$ cat src/rtl/lut_sweep_ctrl.sv
// LUT waveform sweep sequencer: paced step triggers, fixed-latency capture into a
// first-word-fall-through FIFO, and period counting. LUT_SWEEP_CONT_MODE_EN selects free-running mode.
module lut_sweep_ctrl #(
  parameter int BITWIDTH_IN  = 16,
  parameter int FIFO_DEPTH   = 16,
  parameter int BITWIDTH_DIV = 16,
  parameter int BITWIDTH_PER = 8
) (
  input  logic                    CLK_SYS,
  input  logic                    RSTN,
  input  logic                    START,
  input  logic                    ABORT,
  input  logic [BITWIDTH_DIV-1:0] CLK_DIV,
  input  logic [BITWIDTH_PER-1:0] N_PERIODS,
  output logic                    LUT_EN,
  output logic                    LUT_TRGG,
  input  logic [BITWIDTH_IN-1:0]  LUT_VALUE,
  input  logic                    LUT_END,
  output logic [BITWIDTH_IN-1:0]  DOUT,
  output logic                    DOUT_VALID,
  input  logic                    DOUT_RD,
  output logic                    BUSY,
  output logic                    DONE,
  output logic                    OVERFLOW
);

  localparam int PTR_W = (FIFO_DEPTH > 1) ? $clog2(FIFO_DEPTH) : 1;
  localparam int CNT_W = $clog2(FIFO_DEPTH + 1);

  typedef enum logic [1:0] {ST_IDLE, ST_RUN, ST_FINISH} state_t;

  state_t                  state_reg, state_next;
  logic [BITWIDTH_DIV-1:0] clk_div_reg, clk_div_next;
  logic [BITWIDTH_DIV-1:0] div_cnt_reg, div_cnt_next;
  logic [BITWIDTH_PER-1:0] n_per_reg, n_per_next;
  logic [BITWIDTH_PER-1:0] per_cnt_reg, per_cnt_next;
  logic [BITWIDTH_PER-1:0] per_inc;
  logic                    cap_pending_reg, cap_pending_next;
  logic                    done_reg, done_next;
  logic                    overflow_reg, overflow_next;

  logic [BITWIDTH_IN-1:0]  mem [FIFO_DEPTH];
  logic [PTR_W-1:0]        wr_ptr_reg, rd_ptr_reg;
  logic [CNT_W-1:0]        occ_reg, occ_next;

  logic trig, capture, start_ok, pop, full, push_ok;

  assign trig     = (state_reg == ST_RUN) && (div_cnt_reg == clk_div_reg);
  // The word requested by a trigger is on LUT_VALUE one cycle later; only RUN may store it.
  assign capture  = cap_pending_reg && (state_reg == ST_RUN) && !ABORT;
  assign start_ok = START && (state_reg == ST_IDLE);
  assign per_inc  = per_cnt_reg + BITWIDTH_PER'(1);

  assign pop      = DOUT_RD && (occ_reg != '0);
  assign full     = (occ_reg == CNT_W'(FIFO_DEPTH));
  assign push_ok  = capture && (!full || pop);

  always_comb begin
    state_next       = state_reg;
    clk_div_next     = clk_div_reg;
    div_cnt_next     = div_cnt_reg;
    n_per_next       = n_per_reg;
    per_cnt_next     = per_cnt_reg;
    done_next        = 1'b0;
    cap_pending_next = trig && !ABORT;
    case (state_reg)
      ST_IDLE: begin
        if (START) begin
          clk_div_next = CLK_DIV;
          n_per_next   = (N_PERIODS == '0) ? BITWIDTH_PER'(1) : N_PERIODS;
          div_cnt_next = '0;
          per_cnt_next = '0;
          state_next   = ST_RUN;
        end
      end
      ST_RUN: begin
        div_cnt_next = trig ? '0 : div_cnt_reg + BITWIDTH_DIV'(1);
        if (capture && LUT_END) begin
`ifdef LUT_SWEEP_CONT_MODE_EN
          if (per_cnt_reg != '1) per_cnt_next = per_inc;
`else
          per_cnt_next = per_inc;
          if (per_inc == n_per_reg) state_next = ST_FINISH;
`endif
        end
      end
      ST_FINISH: begin
        state_next = ST_IDLE;
        done_next  = 1'b1;
      end
      default: state_next = ST_IDLE;
    endcase
    if (ABORT && (state_reg != ST_IDLE)) begin
      state_next = ST_IDLE;
      done_next  = 1'b0;
    end
  end

  always_comb begin
    overflow_next = overflow_reg;
    if (start_ok) overflow_next = 1'b0;
    else if (capture && full && !pop) overflow_next = 1'b1;

    occ_next = occ_reg;
    if (push_ok && !pop) occ_next = occ_reg + CNT_W'(1);
    else if (!push_ok && pop) occ_next = occ_reg - CNT_W'(1);
  end

  always_ff @(posedge CLK_SYS or negedge RSTN) begin
    if (!RSTN) begin
      state_reg       <= ST_IDLE;
      clk_div_reg     <= '0;
      div_cnt_reg     <= '0;
      n_per_reg       <= '0;
      per_cnt_reg     <= '0;
      cap_pending_reg <= 1'b0;
      done_reg        <= 1'b0;
      overflow_reg    <= 1'b0;
      wr_ptr_reg      <= '0;
      rd_ptr_reg      <= '0;
      occ_reg         <= '0;
    end else begin
      state_reg       <= state_next;
      clk_div_reg     <= clk_div_next;
      div_cnt_reg     <= div_cnt_next;
      n_per_reg       <= n_per_next;
      per_cnt_reg     <= per_cnt_next;
      cap_pending_reg <= cap_pending_next;
      done_reg        <= done_next;
      overflow_reg    <= overflow_next;
      occ_reg         <= occ_next;
      // Depth is a power of two, so pointer increments wrap on their own.
      if (push_ok) wr_ptr_reg <= wr_ptr_reg + PTR_W'(1);
      if (pop)     rd_ptr_reg <= rd_ptr_reg + PTR_W'(1);
    end
  end

  always_ff @(posedge CLK_SYS) begin
    if (push_ok) mem[wr_ptr_reg] <= LUT_VALUE;
  end

  assign LUT_EN     = (state_reg == ST_RUN);
  assign LUT_TRGG   = trig;
  assign BUSY       = (state_reg != ST_IDLE);
  assign DONE       = done_reg;
  assign OVERFLOW   = overflow_reg;
  assign DOUT_VALID = (occ_reg != '0);
  assign DOUT       = (occ_reg != '0) ? mem[rd_ptr_reg] : '0;

endmodule

$ cat config.mk
export PLATFORM = sky130hd
export DESIGN_NAME = lut_sweep_ctrl
export DESIGN_NICKNAME = d
export VERILOG_FILES = /design/src/rtl/lut_sweep_ctrl.sv
export SDC_FILE = /design/constraint.sdc
export NUM_CORES = 1
export LEC_CHECK = 0
export ABC_AREA = 1
export CAP_MARGIN = 40
export CELL_PAD_IN_SITES_DETAIL_PLACEMENT = 0
export CELL_PAD_IN_SITES_GLOBAL_PLACEMENT = 1
export CORE_MARGIN = 1.5
export CORE_UTILIZATION = 52
export CTS_CLUSTER_SIZE = 28
export DETAILED_ROUTE_END_ITERATION = 10
export PLACE_DENSITY = 0.88
export RECOVER_POWER = 50
export REMOVE_ABC_BUFFERS = 1
export SKIP_LAST_GASP = 1
export SLEW_MARGIN = 0
export SYNTH_ARGS = -nofsm -noshare
export SYNTH_HDL_FRONTEND = slang
export SYNTH_SLANG_ARGS = --single-unit
$ cat constraint.sdc
create_clock -name CLK_SYS -period 4.01 [get_ports CLK_SYS]
set_clock_uncertainty 0.2 [all_clocks]
set_input_delay 0.6015 -clock CLK_SYS [delete_from_list [all_inputs] [get_ports CLK_SYS]]
set_output_delay 0.6015 -clock CLK_SYS [all_outputs]
set_load 0.01 [all_outputs]
==> results of run 1 <==
worst reg2reg max path: stages (launching register included):
cell and delay, ns:
dfrtp_1 0.42, inv_1 0.09, nand2_1 0.08, nor2_2 0.08, clkbuf_1 1.17, inv_1 0.58
nand2_2 0.36, nand3_1 0.10, o21ai_0 0.09
layout by cell type, fill, tap and decap left out, drive strengths merged, types with 32 or more instances in the layout:
cell type      netlist  routed
nand2              283     283
edfxtp             256     256
nor2               193     193
o21ai              116     116
nand3               83      83
inv                 73      74
dfrtp               66      66
a21oi               54      54
clkbuf              29      54
clkdlybuf4s50        0      49
buf                 33      37
o211ai              32      32
metrics by stage:
stage | hold slack [ns] | std cells | setup WS [ns]
floorplan | 0.1059 | 1251 | -1.002
global placement | 0.2441 | 1691 | 0.8466
global route | 0.2768 | 1758 | 0.1748
finish | 0.2572 | 1758 | 0.3291
detailed placement | 0.2536 | 1692 | 0.7850
CTS | 0.2578 | 1757 | 0.3140
metal layers:
layer  wire, µm  share of wire
met1      13320           0.42
met3       2068          0.066
met2      15360           0.49
met5          7        0.00022
met4        775          0.025
where the power goes:
| part | leakage [nW] | internal [mW] | switching, mW | total, mW |
|---|---|---|---|---|
| Combinational | 2.47 | 1.15 | 1.83 | 2.98 |
| Clock | 0.536 | 1.79 | 1.26 | 3.05 |
| Sequential | 3.13 | 3.74 | 0.133 | 3.87 |
| Total | 6.14 | 6.68 | 3.22 | 9.90 |
area by class of cell:
class                      instances  area (µm²)
antenna                            1       2.502
clock buffer                      51       987.2
clock inverter                    13       113.9
fill                            2085       10020
inverter                          74       279.0
multi-input combinational        855        4123
sequential                       322        9343
tap                              335       419.2
timing repair buffer             107       996.0
how the worst max path moves through the flow:
| stage | start | end | slack [ns] | depth (start not counted) |
|---|---|---|---|---|
| 4_1_cts | rd_ptr_reg[0] | DOUT[9] | 0.31 | 8 |
| 5_1_grt | rd_ptr_reg[0] | DOUT[2] | 0.17 | 9 |
| 2_1_floorplan | rd_ptr_reg[0] | DOUT[0] | -1.00 | 5 |
| 3_5_place_dp | DOUT_RD | occ_reg[3] | 0.79 | 13 |
| 3_3_place_gp | DOUT_RD | occ_reg[3] | 0.85 | 13 |
| 6_report | rd_ptr_reg[2] | DOUT[11] | 0.33 | 6 |
repair_timing:
action,in CTS,in global routing
hold endpoints to repair,13,0
buffers inserted,0,0
hold buffers,1,0
kinds of logic after synthesis:
group,count (synthesis),share of synthesized area
and+or+nand+nor,595,0.1756
DFF,322,0.6662
AOI/OAI and AO/OA,223,0.08882
buffers and inverters,136,0.04249
xor gates and xnor gates,25,0.01562
adders and majority gates,12,0.01125
==> summary.md, run 1 <==
| Metric | Value |
|---|---|
| Status | `complete, but fails checks` |
| Failing checks | `max-capacitance violations, max-slew violations` |
| Leak | `around 6.1 nW` |
| Post-synth top cells | `nand2_1 (279), edfxtp_1 (256), nor2_1 (187), o21ai_0 (102), nand3_1 (83)` |
| Reg-to-reg slack, setup | `0.76 ns` |
| Met2 global-route usage | `0.3886` |
| Most frequent CP cell | `a21oi_1` |
| Post-DP HPWL | `18940 µm` |
| Worst Hold Depth | `1` |
| Reg2reg end | `per_cnt_reg[2]` |
| Global routing's busiest layer | `met2` |
| MaxCap Viol Count | `1` |
| Antenna-violating nets left | `0` |
| Most common cell in the netlist | `nand2_1` |
| # rows | `approximately 60` |
| Largest net degree at the start of global routing | `96` |
| Depth of the most critical reg-to-reg path | `8` |
| Clk_lat worst skew | `approximately 0.51 ns` |
| Depth of the CTS H-tree | `2` |
| Global-route wire length before repair | `50730 µm` |
| Clk slew on worst S/H paths | `~0.06 ns` |
| Max reg flops | `256` |
| Worst path cell trace | `clkinv_1 > buf_4 > a21oi_1 > o31ai_1 > a21oi_1 > clkdlybuf4s50_1` |
| Die H | `about 170 µm` |
| Starting DRT DRC Count | `868` |
| Worst Tran Pin Value | `1.619 ns` |
| Leading area contributor after synthesis | `edfxtp_1` |
| Remaining DRCs | `0` |
| Die W | `around 170 µm` |
| DRT Pass-1 Iters | `5` |
| Clk sinks | `322` |
| Ys async rst share | `0.2050` |
| GRT met3 Usage | `0.03143` |
| Crit path DAT | `2.88 ns` |
| Die area | `27950 µm²` |
| Main flop type after synthesis | `edfxtp_1` |
| Reg2reg start | `state_reg[1]` |
| CTS tree | `done` |
| Hold EP | `DONE` |
| WL/cell | `17.94 µm` |
| Unrepaired setup endpoints after global routing | `false` |
| Fin crit period | `3.681 ns` |
| Worst setup EP type | `primary output` |
| Mean Syn Cell Area | `10.68 µm²` |
| CP delay by family, top | `buffers and inverters` |
| Distinct cell type count after synthesis | `37` |
| Max stage delay cell, worst path | `clkinv_1` |
| Io pins | `slightly below 70` |
| Clk root buf | `clkbuf_16` |
| Final hold vios | `0` |
| Total power | `9.900 mW` |
| Slowest cell delay on critical path | `0.57 ns` |
| Setup TNS | `0 ns` |
| Crit path buffers/inverters | `3` |
| Sequential share of the synthesized area | `0.6663` |
| Critical path class | `flop to primary output` |
| CTS max path bufs | `3` |
| WP data required | `3.21 ns` |
| Pwr Density | `608.8 nW/µm²` |
| Fmax | `between 200 and 300 MHz` |
| Top cell type's share of synthesized area | `0.5484` |
| Starting density of the core | `0.5334` |
| Placed cell area | `15180 µm²` |
| Gr usage total | `0.2319` |
| Via count of the first global-routing pass | `9452` |
| Post-synth EDFFs | `roughly 260` |
| Post-layout util | `0.6188` |
| Critical path fanouts, max | `17` |
| Final setup fails | `0` |
| Vias/cell | `5.575` |
| Met1 GRT Util | `0.3163` |
| Gp weighted congestion | `0.8204` |
| Synthesis warning total | `0` |
| Core area | `26280 µm²` |
| Area Growth Syn to Fin | `16.02%` |
| Port Buffers | `67` |
| Worst Hold Launch | `state_reg[0]` |
| Post-route cell area | `16260 µm²` |
| CP Launch Type | `flop` |
| Slew HR | `-0.07922` |
| Total number of vias | `9800` |
| Cells after Synth | `1313` |
| Initial antenna violation count | `2` |
| Fin. max-slew vios | `43` |
| Post-CTS sizing | `0` |
| Synthesized cell area | `14020 µm²` |
| Share of layout cells above drive strength 1 | `0.08439` |
| Yosys reg bits | `322` |
| GR Overflow Total | `0` |
| Drt total wl | `around 32000 µm` |
| NumNets Final | `roughly 1.5k` |
| Tcrit/Tclk final | `0.9179` |
| Worst Hold Class | `flop to flop` |
| Synth area leaders | `edfxtp_1 (55%), dfrtp_1 (12%), nand2_1 (7.5%), nor2_1 (5.0%), o21ai_0 (3.6%)` |
| Peak supply drop | `approximately 0.00036 V` |
| Clock buffer count from CTS | `35` |
No activity file was read; power rests on OpenSTA's default activity.
==> inputs of run 2 (changes only) <==
--- a/config.mk
+++ b/config.mk
@@ -11,7 +11,7 @@
 export CELL_PAD_IN_SITES_GLOBAL_PLACEMENT = 1
 export CORE_MARGIN = 1.5
 export CORE_UTILIZATION = 52
-export CTS_CLUSTER_SIZE = 28
+export CTS_CLUSTER_SIZE = 25
 export DETAILED_ROUTE_END_ITERATION = 10
 export PLACE_DENSITY = 0.88
 export RECOVER_POWER = 50
==> results of run 2 <==
Same layout as run 1: the final DEF is identical, and so are final timing and power.
==> inputs of run 3 (changes only) <==
--- a/config.mk
+++ b/config.mk
@@ -10,10 +10,10 @@
 export CELL_PAD_IN_SITES_DETAIL_PLACEMENT = 0
 export CELL_PAD_IN_SITES_GLOBAL_PLACEMENT = 1
 export CORE_MARGIN = 1.5
-export CORE_UTILIZATION = 52
+export CORE_UTILIZATION = 40
 export CTS_CLUSTER_SIZE = 25
 export DETAILED_ROUTE_END_ITERATION = 10
-export PLACE_DENSITY = 0.88
+export PLACE_DENSITY = 0.71
 export RECOVER_POWER = 50
 export REMOVE_ABC_BUFFERS = 1
 export SKIP_LAST_GASP = 1
@@ -21,3 +21,4 @@
 export SYNTH_ARGS = -nofsm -noshare
 export SYNTH_HDL_FRONTEND = slang
 export SYNTH_SLANG_ARGS = --single-unit
+export TNS_END_PERCENT = 5
==> run 3 against run 2 <==
Effect of this change: the run still ends with max-capacitance violations, max-slew violations left; non-clock buffer count down 3; maximum frequency down 1.7%; global-route usage down 4.6 points; critical endpoint is now DOUT[10]; setup slack worse by 0.063 ns; core utilization down 15 points; largest cell class unchanged; worst hold slack worse by 0.0034 ns; total power down 0.32%; critical path depth up 1.
==> summary.md, run 3 (synthesis gave the netlist of run 1 again) <==
| Metric | Value |
|---|---|
| Most frequent cells in the layout | `nand2_1 (279), edfxtp_1 (256), nor2_1 (173)` |
| Worst Hold Class | `flop to flop` |
| Slowest cell delay on critical path | `between 0.6 and 0.7 ns` |
| DRT Pass-1 Iters | `4` |
| Worst path cell trace | `clkinv_2 > buf_12 > o21ai_0 > o211ai_1 > nand3_1 > a21oi_1 > clkdlybuf4s50_1` |
| Antenna-violating nets left | `0` |
| Tcrit/Tclk final | `0.9336` |
| NumNets Final | `1451` |
| Die W | `190.2 µm` |
| Fmax | `267.1 MHz` |
| CTS tree | `done` |
| Clk_lat worst skew | `0.50 ns` |
| Die H | `190.2 µm` |
| MaxCap Viol Count | `1` |
| Largest net degree at the start of global routing | `82` |
| Global-route wire length before repair | `between 50000 and 60000 µm` |
| Io pins | `roughly 70` |
| GR Overflow Total | `0` |
| Total number of vias | `9565` |
| Clock buffer count from CTS | `36` |
| Critical path fanouts, max | `69` |
| Commonest non-fill, non-tap cell in the layout | `nand2_1` |
| CP Launch Type | `flop` |
| WL/cell | `about 18 µm` |
| Depth of the CTS H-tree | `2` |
| Worst Tran Pin Value | `~1.7 ns` |
| Placed cell area | `15300 µm²` |
| CP delay by family, top | `buffers and inverters` |
| Post-route cell area | `16360 µm²` |
| Antenna cells | `0` |
| Initial antenna violation count | `1` |
| # rows | `68` |
| Crit path buffers/inverters | `3` |
| Leak | `6.120 nW` |
| Failing checks | `max-capacitance violations, max-slew violations` |
| Crit path DAT | `~2.9 ns` |
| Via count of the first global-routing pass | `9504` |
| Fill cells | `3253` |
| Post-DP HPWL | `19520 µm` |
| Core area | `34540 µm²` |
| Clk root buf | `clkbuf_16` |
| Pwr Density | `603.1 nW/µm²` |
| Hold WS | `0.2538 ns` |
| Area Growth Syn to Fin | `16.74%` |
| Final hold vios | `0` |
| Clk sinks | `322` |
| Peak supply drop | `between 0.0003 and 0.0004 V` |
| Unrepaired setup endpoints after global routing | `false` |
| Drt total wl | `around 33000 µm` |
| Port Buffers | `67` |
| Slew HR | `-0.1583` |
| Gr usage total | `0.1861` |
| Starting density of the core | `0.4058` |
| Max stage delay cell, worst path | `dfrtp_4` |
| Final setup fails | `0` |
| Gp weighted congestion | `0.7884` |
| Remaining DRCs | `0` |
| Share of layout cells above drive strength 1 | `0.08034` |
| Starting DRT DRC Count | `624` |
| Fin crit period | `3.744 ns` |
| Max reg flops | `approximately 260` |
| CTS max path bufs | `3` |
| Worst setup EP type | `primary output` |
| Clk slew on worst S/H paths | `0.06 ns` |
| Status | `complete, but fails checks` |
| Post-layout util | `0.4737` |
| Die area | `between 30000 and 40000 µm²` |
| Fin. max-slew vios | `31` |
| WP data required | `3.21 ns` |
| Critical path class | `flop to primary output` |
| Vias/cell | `5.104` |
## run 3: worst register-to-register path, stage by stage (launching register included)
cell     delay, ns
dfrtp_1       0.42
nor2_4        0.20
nand2_2       0.09
nor2_1        0.55
ha_1          0.28
inv_1         0.12
fa_1          0.42
nand2_1       0.08
a21oi_1       0.07
o21ai_0       0.16
nand3_1       0.11
xor2_1        0.15
## run 3: repair_timing
| action | CTS | global route |
|---|---|---|
| hold buffers | 1 | 0 |
| resized for setup | 0 | 0 |
| endpoints found under the hold margin | 28 | 0 |
| buffers inserted | 0 | 0 |
## run 3: final timing paths
check / startpoint / endpoint / slack [ns] / depth (start not counted)
setup / recovery: rd_ptr_reg[0] / DOUT[10] / 0.27 / 7
hold / removal: state_reg[0] / DONE / 0.25 / 1
setup reg to reg: state_reg[1] / occ_reg[4] / 1.04 / 11
hold reg to reg: state_reg[0] / DONE / 0.25 / 1
max in group asynchronous: RSTN / rd_ptr_reg[0] / 0.62 / 3
min in group asynchronous: RSTN / clk_div_reg[15] / 0.89 / 2
## run 3: layout make-up
cell class	instances	area [µm²]	area share
clock buffers	47	952.2	0.05819
clock inverters	17	122.6	0.007494
inverters	74	279.0	0.01705
multi-input cells	855	4113	0.2513
flip-flops and latches	322	9344	0.5710
well taps	455	569.3	0.03479
repair buffers	104	983.4	0.06010
## run 3: metrics by stage
step | TNS (ns) | total power, mW | instances | worst slack (ns)
after floorplan | -16.63 | 5.714 | 1251 | -1.002
after global placement | 0 | 6.906 | 1809 | 0.7922
after detailed placement | 0 | 6.940 | 1809 | 0.7451
after CTS | 0 | 9.987 | 1874 | 0.2080
after global routing | 0 | 10.50 | 1874 | 0.04126
final | 0 | 9.869 | 1874 | 0.2663
## run 3: per-layer routing
| layer | vias up | wire, µm | track usage |
|---|---|---|---|
| li1 | 4692 | - | - |
| met1 | 4607 | 14680 | 0.2506 |
| met2 | 222 | 16040 | 0.3182 |
| met3 | 42 | 1678 | 0.02915 |
| met4 | 2 | 464 | 0.03937 |
| met5 | - | 11 | 0 |
## run 3: where the power goes
| group | switching [mW] | internal [mW] |
|---|---|---|
| Sequential | 0.226 | 3.74 |
| Combinational | 1.74 | 1.13 |
| Clock | 1.28 | 1.74 |
